<file path="src/rtl/mem_arb_pkg.sv">
// Shared types and constants for the cpu/dbg memory arbiter.
package mem_arb_pkg;

  typedef enum logic [1:0] {
    S_IDLE  = 2'd0,
    S_ISSUE = 2'd1,
    S_WAIT  = 2'd2,
    S_RESP  = 2'd3
  } state_e;

  typedef enum logic {
    OWN_CPU = 1'b0,
    OWN_DBG = 1'b1
  } owner_e;

  localparam logic [1:0] SIZE_BYTE = 2'd0;
  localparam logic [1:0] SIZE_HALF = 2'd1;
  localparam logic [1:0] SIZE_WORD = 2'd2;

  localparam int LAT_MAX = 7;

endpackage

</file>
<file path="src/rtl/mem_arb_pick.sv">
// Winner selection for the two requesters; grant is one-hot, indexed by owner_e.
// MEM_ARB_RR_EN selects round-robin on ptr; otherwise dbg has fixed priority.
module mem_arb_pick
  import mem_arb_pkg::*;
(
  input  logic [1:0] reqs,
  input  logic       ptr,
  output logic [1:0] grant
);

`ifdef MEM_ARB_RR_EN
  // ptr = 0 prefers cpu, ptr = 1 prefers dbg.
  always_comb begin
    grant = 2'b00;
    if (reqs[OWN_CPU] && reqs[OWN_DBG]) begin
      grant[OWN_DBG] = ptr;
      grant[OWN_CPU] = ~ptr;
    end else begin
      grant = reqs;
    end
  end
`else
  logic unused_ptr;
  assign unused_ptr = ptr;

  always_comb begin
    grant = 2'b00;
    if (reqs[OWN_DBG])      grant[OWN_DBG] = 1'b1;
    else if (reqs[OWN_CPU]) grant[OWN_CPU] = 1'b1;
  end
`endif

endmodule

</file>
<file path="src/rtl/mem_arb.sv">
// Two-requester (cpu/dbg) memory arbiter, one transaction outstanding, fixed LAT response.
// Define MEM_ARB_RR_EN for round-robin arbitration; default build is fixed dbg priority.
module mem_arb
  import mem_arb_pkg::*;
#(
  parameter int LAT = 1,
  parameter int AW  = 32
) (
  input  logic          clk,
  input  logic          rst,
  input  logic          cpu_req,
  input  logic          cpu_we,
  input  logic [AW-1:0] cpu_addr,
  input  logic [31:0]   cpu_wdata,
  input  logic [1:0]    cpu_size,
  output logic          cpu_gnt,
  output logic          cpu_done,
  output logic [31:0]   cpu_rdata,
  output logic          cpu_err,
  input  logic          dbg_req,
  input  logic          dbg_we,
  input  logic [AW-1:0] dbg_addr,
  input  logic [31:0]   dbg_wdata,
  input  logic [1:0]    dbg_size,
  output logic          dbg_gnt,
  output logic          dbg_done,
  output logic [31:0]   dbg_rdata,
  output logic          dbg_err,
  output logic          mem_rd,
  output logic          mem_we,
  output logic [AW-1:0] mem_addr,
  output logic [31:0]   mem_data,
  output logic [1:0]    mem_size,
  input  logic [31:0]   mem_out,
  input  logic          mem_error
);

  localparam int LAT_C = (LAT > LAT_MAX) ? LAT_MAX : ((LAT < 1) ? 1 : LAT);
  localparam logic [2:0] CNT_LOAD = 3'(LAT_C - 1);

  state_e        state_q, state_d;
  owner_e        owner_q, owner_d;
  logic          we_q, we_d;
  logic [AW-1:0] addr_q, addr_d;
  logic [31:0]   wdata_q, wdata_d;
  logic [1:0]    size_q, size_d;
  logic [2:0]    cnt_q, cnt_d;
  logic [31:0]   cpu_rdata_q, cpu_rdata_d, dbg_rdata_q, dbg_rdata_d;
  logic          cpu_err_q, cpu_err_d, dbg_err_q, dbg_err_d;
  logic [1:0]    grant;
  logic          ptr;
  logic          idle, resp;

  mem_arb_pick u_pick (
    .reqs  ({dbg_req, cpu_req}),
    .ptr   (ptr),
    .grant (grant)
  );

`ifdef MEM_ARB_RR_EN
  logic ptr_q, ptr_d;
  assign ptr = ptr_q;

  // After serving cpu, prefer dbg next, and vice versa.
  always_comb begin
    ptr_d = ptr_q;
    if (state_q == S_IDLE && (|grant)) ptr_d = grant[OWN_CPU];
  end

  always_ff @(posedge clk) begin
    if (rst) ptr_q <= 1'b0;
    else     ptr_q <= ptr_d;
  end
`else
  assign ptr = 1'b0;
`endif

  always_comb begin
    state_d     = state_q;
    owner_d     = owner_q;
    we_d        = we_q;
    addr_d      = addr_q;
    wdata_d     = wdata_q;
    size_d      = size_q;
    cnt_d       = cnt_q;
    cpu_rdata_d = cpu_rdata_q;
    cpu_err_d   = cpu_err_q;
    dbg_rdata_d = dbg_rdata_q;
    dbg_err_d   = dbg_err_q;
    case (state_q)
      S_IDLE: begin
        if (|grant) begin
          owner_d = grant[OWN_DBG] ? OWN_DBG : OWN_CPU;
          we_d    = grant[OWN_DBG] ? dbg_we    : cpu_we;
          addr_d  = grant[OWN_DBG] ? dbg_addr  : cpu_addr;
          wdata_d = grant[OWN_DBG] ? dbg_wdata : cpu_wdata;
          size_d  = grant[OWN_DBG] ? dbg_size  : cpu_size;
          state_d = S_ISSUE;
        end
      end
      S_ISSUE: begin
        cnt_d   = CNT_LOAD;
        state_d = (LAT_C > 1) ? S_WAIT : S_RESP;
      end
      S_WAIT: begin
        cnt_d = (cnt_q != 3'd0) ? cnt_q - 3'd1 : 3'd0;
        if (cnt_q <= 3'd1) state_d = S_RESP;
      end
      S_RESP: begin
        if (owner_q == OWN_CPU) begin
          cpu_rdata_d = mem_out;
          cpu_err_d   = mem_error;
        end else begin
          dbg_rdata_d = mem_out;
          dbg_err_d   = mem_error;
        end
        state_d = S_IDLE;
      end
      default: state_d = S_IDLE;
    endcase
  end

  always_ff @(posedge clk) begin
    if (rst) begin
      state_q     <= S_IDLE;
      owner_q     <= OWN_CPU;
      we_q        <= 1'b0;
      addr_q      <= '0;
      wdata_q     <= '0;
      size_q      <= '0;
      cnt_q       <= '0;
      cpu_rdata_q <= '0;
      cpu_err_q   <= 1'b0;
      dbg_rdata_q <= '0;
      dbg_err_q   <= 1'b0;
    end else begin
      state_q     <= state_d;
      owner_q     <= owner_d;
      we_q        <= we_d;
      addr_q      <= addr_d;
      wdata_q     <= wdata_d;
      size_q      <= size_d;
      cnt_q       <= cnt_d;
      cpu_rdata_q <= cpu_rdata_d;
      cpu_err_q   <= cpu_err_d;
      dbg_rdata_q <= dbg_rdata_d;
      dbg_err_q   <= dbg_err_d;
    end
  end

  // Read data is visible during the done pulse itself, then held from the register.
  assign idle      = (state_q == S_IDLE) && !rst;
  assign resp      = (state_q == S_RESP);
  assign cpu_gnt   = idle && grant[OWN_CPU];
  assign dbg_gnt   = idle && grant[OWN_DBG];
  assign cpu_done  = resp && (owner_q == OWN_CPU);
  assign dbg_done  = resp && (owner_q == OWN_DBG);
  assign cpu_rdata = cpu_done ? mem_out   : cpu_rdata_q;
  assign cpu_err   = cpu_done ? mem_error : cpu_err_q;
  assign dbg_rdata = dbg_done ? mem_out   : dbg_rdata_q;
  assign dbg_err   = dbg_done ? mem_error : dbg_err_q;
  assign mem_rd    = (state_q == S_ISSUE) && !we_q;
  assign mem_we    = (state_q == S_ISSUE) && we_q;
  assign mem_addr  = addr_q;
  assign mem_data  = wdata_q;
  assign mem_size  = size_q;

endmodule

</file>
<file path="config.mk">
export PLATFORM = sky130hd
export DESIGN_NAME = mem_arb
export DESIGN_NICKNAME = d
export VERILOG_FILES = /design/src/rtl/mem_arb_pkg.sv /design/src/rtl/mem_arb_pick.sv /design/src/rtl/mem_arb.sv
export SDC_FILE = /design/constraint.sdc
export NUM_CORES = 1
export LEC_CHECK = 0
export BUFFER_PORTS_ARGS = -buffer_cell sky130_fd_sc_hd__buf_2
export CORE_UTILIZATION = 30
export DETAILED_ROUTE_END_ITERATION = 8
export GPL_TIMING_DRIVEN = 0
export PLACE_DENSITY = 0.63
export SYNTH_ARGS = -nofsm -noshare
export SYNTH_HDL_FRONTEND = slang
export SYNTH_SLANG_ARGS = --single-unit
export TNS_END_PERCENT = 1
</file>
<file path="constraint.sdc">
create_clock -name clk -period 1.7 [get_ports clk]
set_input_delay 0.34 -clock clk [delete_from_list [all_inputs] [get_ports clk]]
set_output_delay 0.34 -clock clk [all_outputs]
set_load 0.03 [all_outputs]
</file>
==> results.toml <==
[yosys]
ys_dominant_reg_cell = "dfxtp_1"
yosysTopAreaCell = "dfxtp_1"
synth_top_area_share = 0.444
synth.avg_cell_area_um2 = 11.2
synth_fa_ha_area_frac = 0.0120
synthCells = 560
synth_top_family_by_area = "multiplexers"
synth-xor-area-share = 0
synth_area_leaders = "dfxtp_1 44%, mux2i_1 11%, a211oi_2 9.8%"
synth_seq_area_share = 0.444
synth_edf_count = 0
synth.most_common_cell = "dfxtp_1"
synth-compound-area-share = 0.128
synth.distinct_cells = 26
ys_warn_count = 0
mappedNetlistArea_mm2 = 0.00627
synthArstFlopShare = 0
synth_common_cells = "139 x dfxtp_1, 72 x nor2_1, 68 x mux2i_1"
synthMuxAreaShare = 0.244
yosys.area_share.simple = 0.124
syn_nets = 737
synth_seq_cells = 139

[timing]
max_clock_freq_mhz = 472
timing_max_transition_violations_final = 0
slew_headroom = 0.461
fin_ws_ps = -419
tightest_slew_ps = 808
finalCritPeriodShare = 1.25
worst_hold_slack_ps = 267
hold_viol_final = 0
finalClockSkew_ps = 8.69
setup_viol = 72
min_period_ps = 2120
rsz0062_at_grt = "true"

[placement]
port-buffer-count = 306
dp_hpwl_um = 13500
place_inst = 1136
gp_congestion = 0.796
preCtsSetupSlack_ps = -371

[layout]
num_antenna_cells = 0
drive_gt1_frac = 0.562
areaGrowthSynthToFinish_pct = 48.2
fin_nets = 1071
final.fill_count = 1952
layout.cells.non_filler = 1177

[detailed_routing]
drc_errors = 0
firstDrtPassIters = 4
final_antenna_net_count = 0
vias = 5254
vias_per_cell = 4.46
drt_iter0_drc = 149
wl_per_cell_um = 15.5
wl_um = 18200

[run_status]
status = "finished with violations"
violations = "negative setup slack"

[clock_tree]
cts_root_buffer = "clkbuf_16"
tritoncts = "yes"
clock_latency_ps = 410
cts_buffer_depth = 2
cts.clk_slew.worst_paths_ps = 70
cts_sinks = 139
holdBufCountCts = 0
htree_levels = 4
numCtsBuffers = 17

[setup_path]
critPathRequiredTime_ps = 1360
path_max_fanout = 8
end_kind = "output port"
worstPathArrival_ps = 1780
cp-start-kind = "register"
critical_path_class = "register to output port"

[global_route]
grt_pass1_vias = 5272
grt_usage = 0.169
grt_max_degree = 17
grt_pass1_wl_um = 28100
grt-ovfl-total = 0
antenna_found_initial = 0

[floorplanning]
design.core.area_mm2 = 0.0204
fp-row-count = 52
initial_core_util = 0.308
chipWidth_um = 147
die_y_um = 147
die_area_mm2 = 0.0215
io_pins = 309

[pwr]
fin_total_pwr_uw = 10900
vdd_drop_max_v = 0.000592
p_leak_uw = 0.00455
p_per_area_mw_per_mm2 = 1170

[run]
maxCapViolCount = 0

[worst_hold_path]
hp-class = "primary input to register"
-- cells by family (layout without fill, tap and decap cells) --
family,Yosys count,after routing
buf+inv,52,399
flops,139,139
compound gates,75,75
simple gates,153,153
fa+ha+maj,6,6
mux,135,135
-- flip-flops by register name (all words and copies together), names as in the netlist, 2 cells and up --
register,count
cpu_rdata_q,32
dbg_rdata_q,32
mem_addr,32
mem_data,32
cnt_q,3
mem_size,2
state_q,2
-- worst max-delay path, cell delays in order, from the launching register on --
cell and delay, ps:
dfxtp_4 350, ha_4 190, nand2b_4 80, buf_12 150
clkbuf_16 160, mux2_4 310, buf_6 140
-- timing repair --
action,4_1_cts,5_1_grt
pin swaps,0,1
gates cloned,2,1
gates resized for setup,109,29
setup endpoints to repair,110,133
buffers inserted,8,1
-- cells in the final DEF, fill, tap and decap left out, types with 2 or more instances in the layout --
cell type / n
clkbuf_1: 12
clkinv_2: 2
buf_12: 5
dfxtp_1: 136
clkinvlp_4: 4
nor2_1: 72
clkbuf_4: 4
mux2_4: 33
ha_1: 3
bufinv_16: 2
nand2b_1: 5
inv_1: 3
a211oi_2: 49
nor2b_1: 66
buf_2: 277
ha_4: 2
inv_4: 2
buf_6: 48
buf_4: 10
o21a_1: 2
dfxtp_2: 2
clkbuf_16: 18
mux2i_1: 68
nand3_1: 2
inv_6: 5
mux2_2: 34
buf_8: 3
a211oi_1: 18
a21oi_1: 4
-- power breakdown --
part	total [uW]	switching (uW)	leakage, uW	internal, uW
clock	3740	1510	0.000283	2230
sequential	3770	165	0.00114	3610
combinational	3370	1980	0.00313	1390
-- cell type report --
type | instances | area (um^2) | area share
tap | 270 | 338 | 0.0364
clock buffer | 18 | 439 | 0.0473
multi-input combinational | 369 | 3280 | 0.354
clock inverter | 14 | 160 | 0.0172
buffer | 45 | 348 | 0.0374
sequential | 139 | 2790 | 0.300
inverter | 6 | 27.5 | 0.00296
timing repair buffer | 316 | 1900 | 0.205
-- worst paths after layout --
path                                      end          start  slack (ps)  cells after the start
worst max-delay path            cpu_rdata[14]     state_q[1]        -420                      6
worst min-delay path             mem_data[24]  cpu_wdata[24]         270                      3
worst max register to register    mem_addr[4]     state_q[1]          80                      8
worst min register to register       cnt_q[1]       cnt_q[1]         470                      2
-- metrics by stage --
step	utilization	area [um^2]	TNS, ps
6_report	0.456	9290	-25240
5_1_grt	0.456	9290	-30170
4_1_cts	0.453	9240	-30550
3_5_place_dp	0.400	8150	-18120
3_3_place_gp	0.400	8150	-15980
2_1_floorplan	-	6280	0
-- metal layers --
layer / global-route usage / share of wire / vias up
li1: - / - / 2615
met1: 0.200 / 0.43 / 2427
met2: 0.298 / 0.50 / 200
met4: 0.0438 / 0.010 / 0
met3: 0.0481 / 0.055 / 12
met5: 0 / 0 / -
No activity file was read; power rests on OpenSTA's default activity.
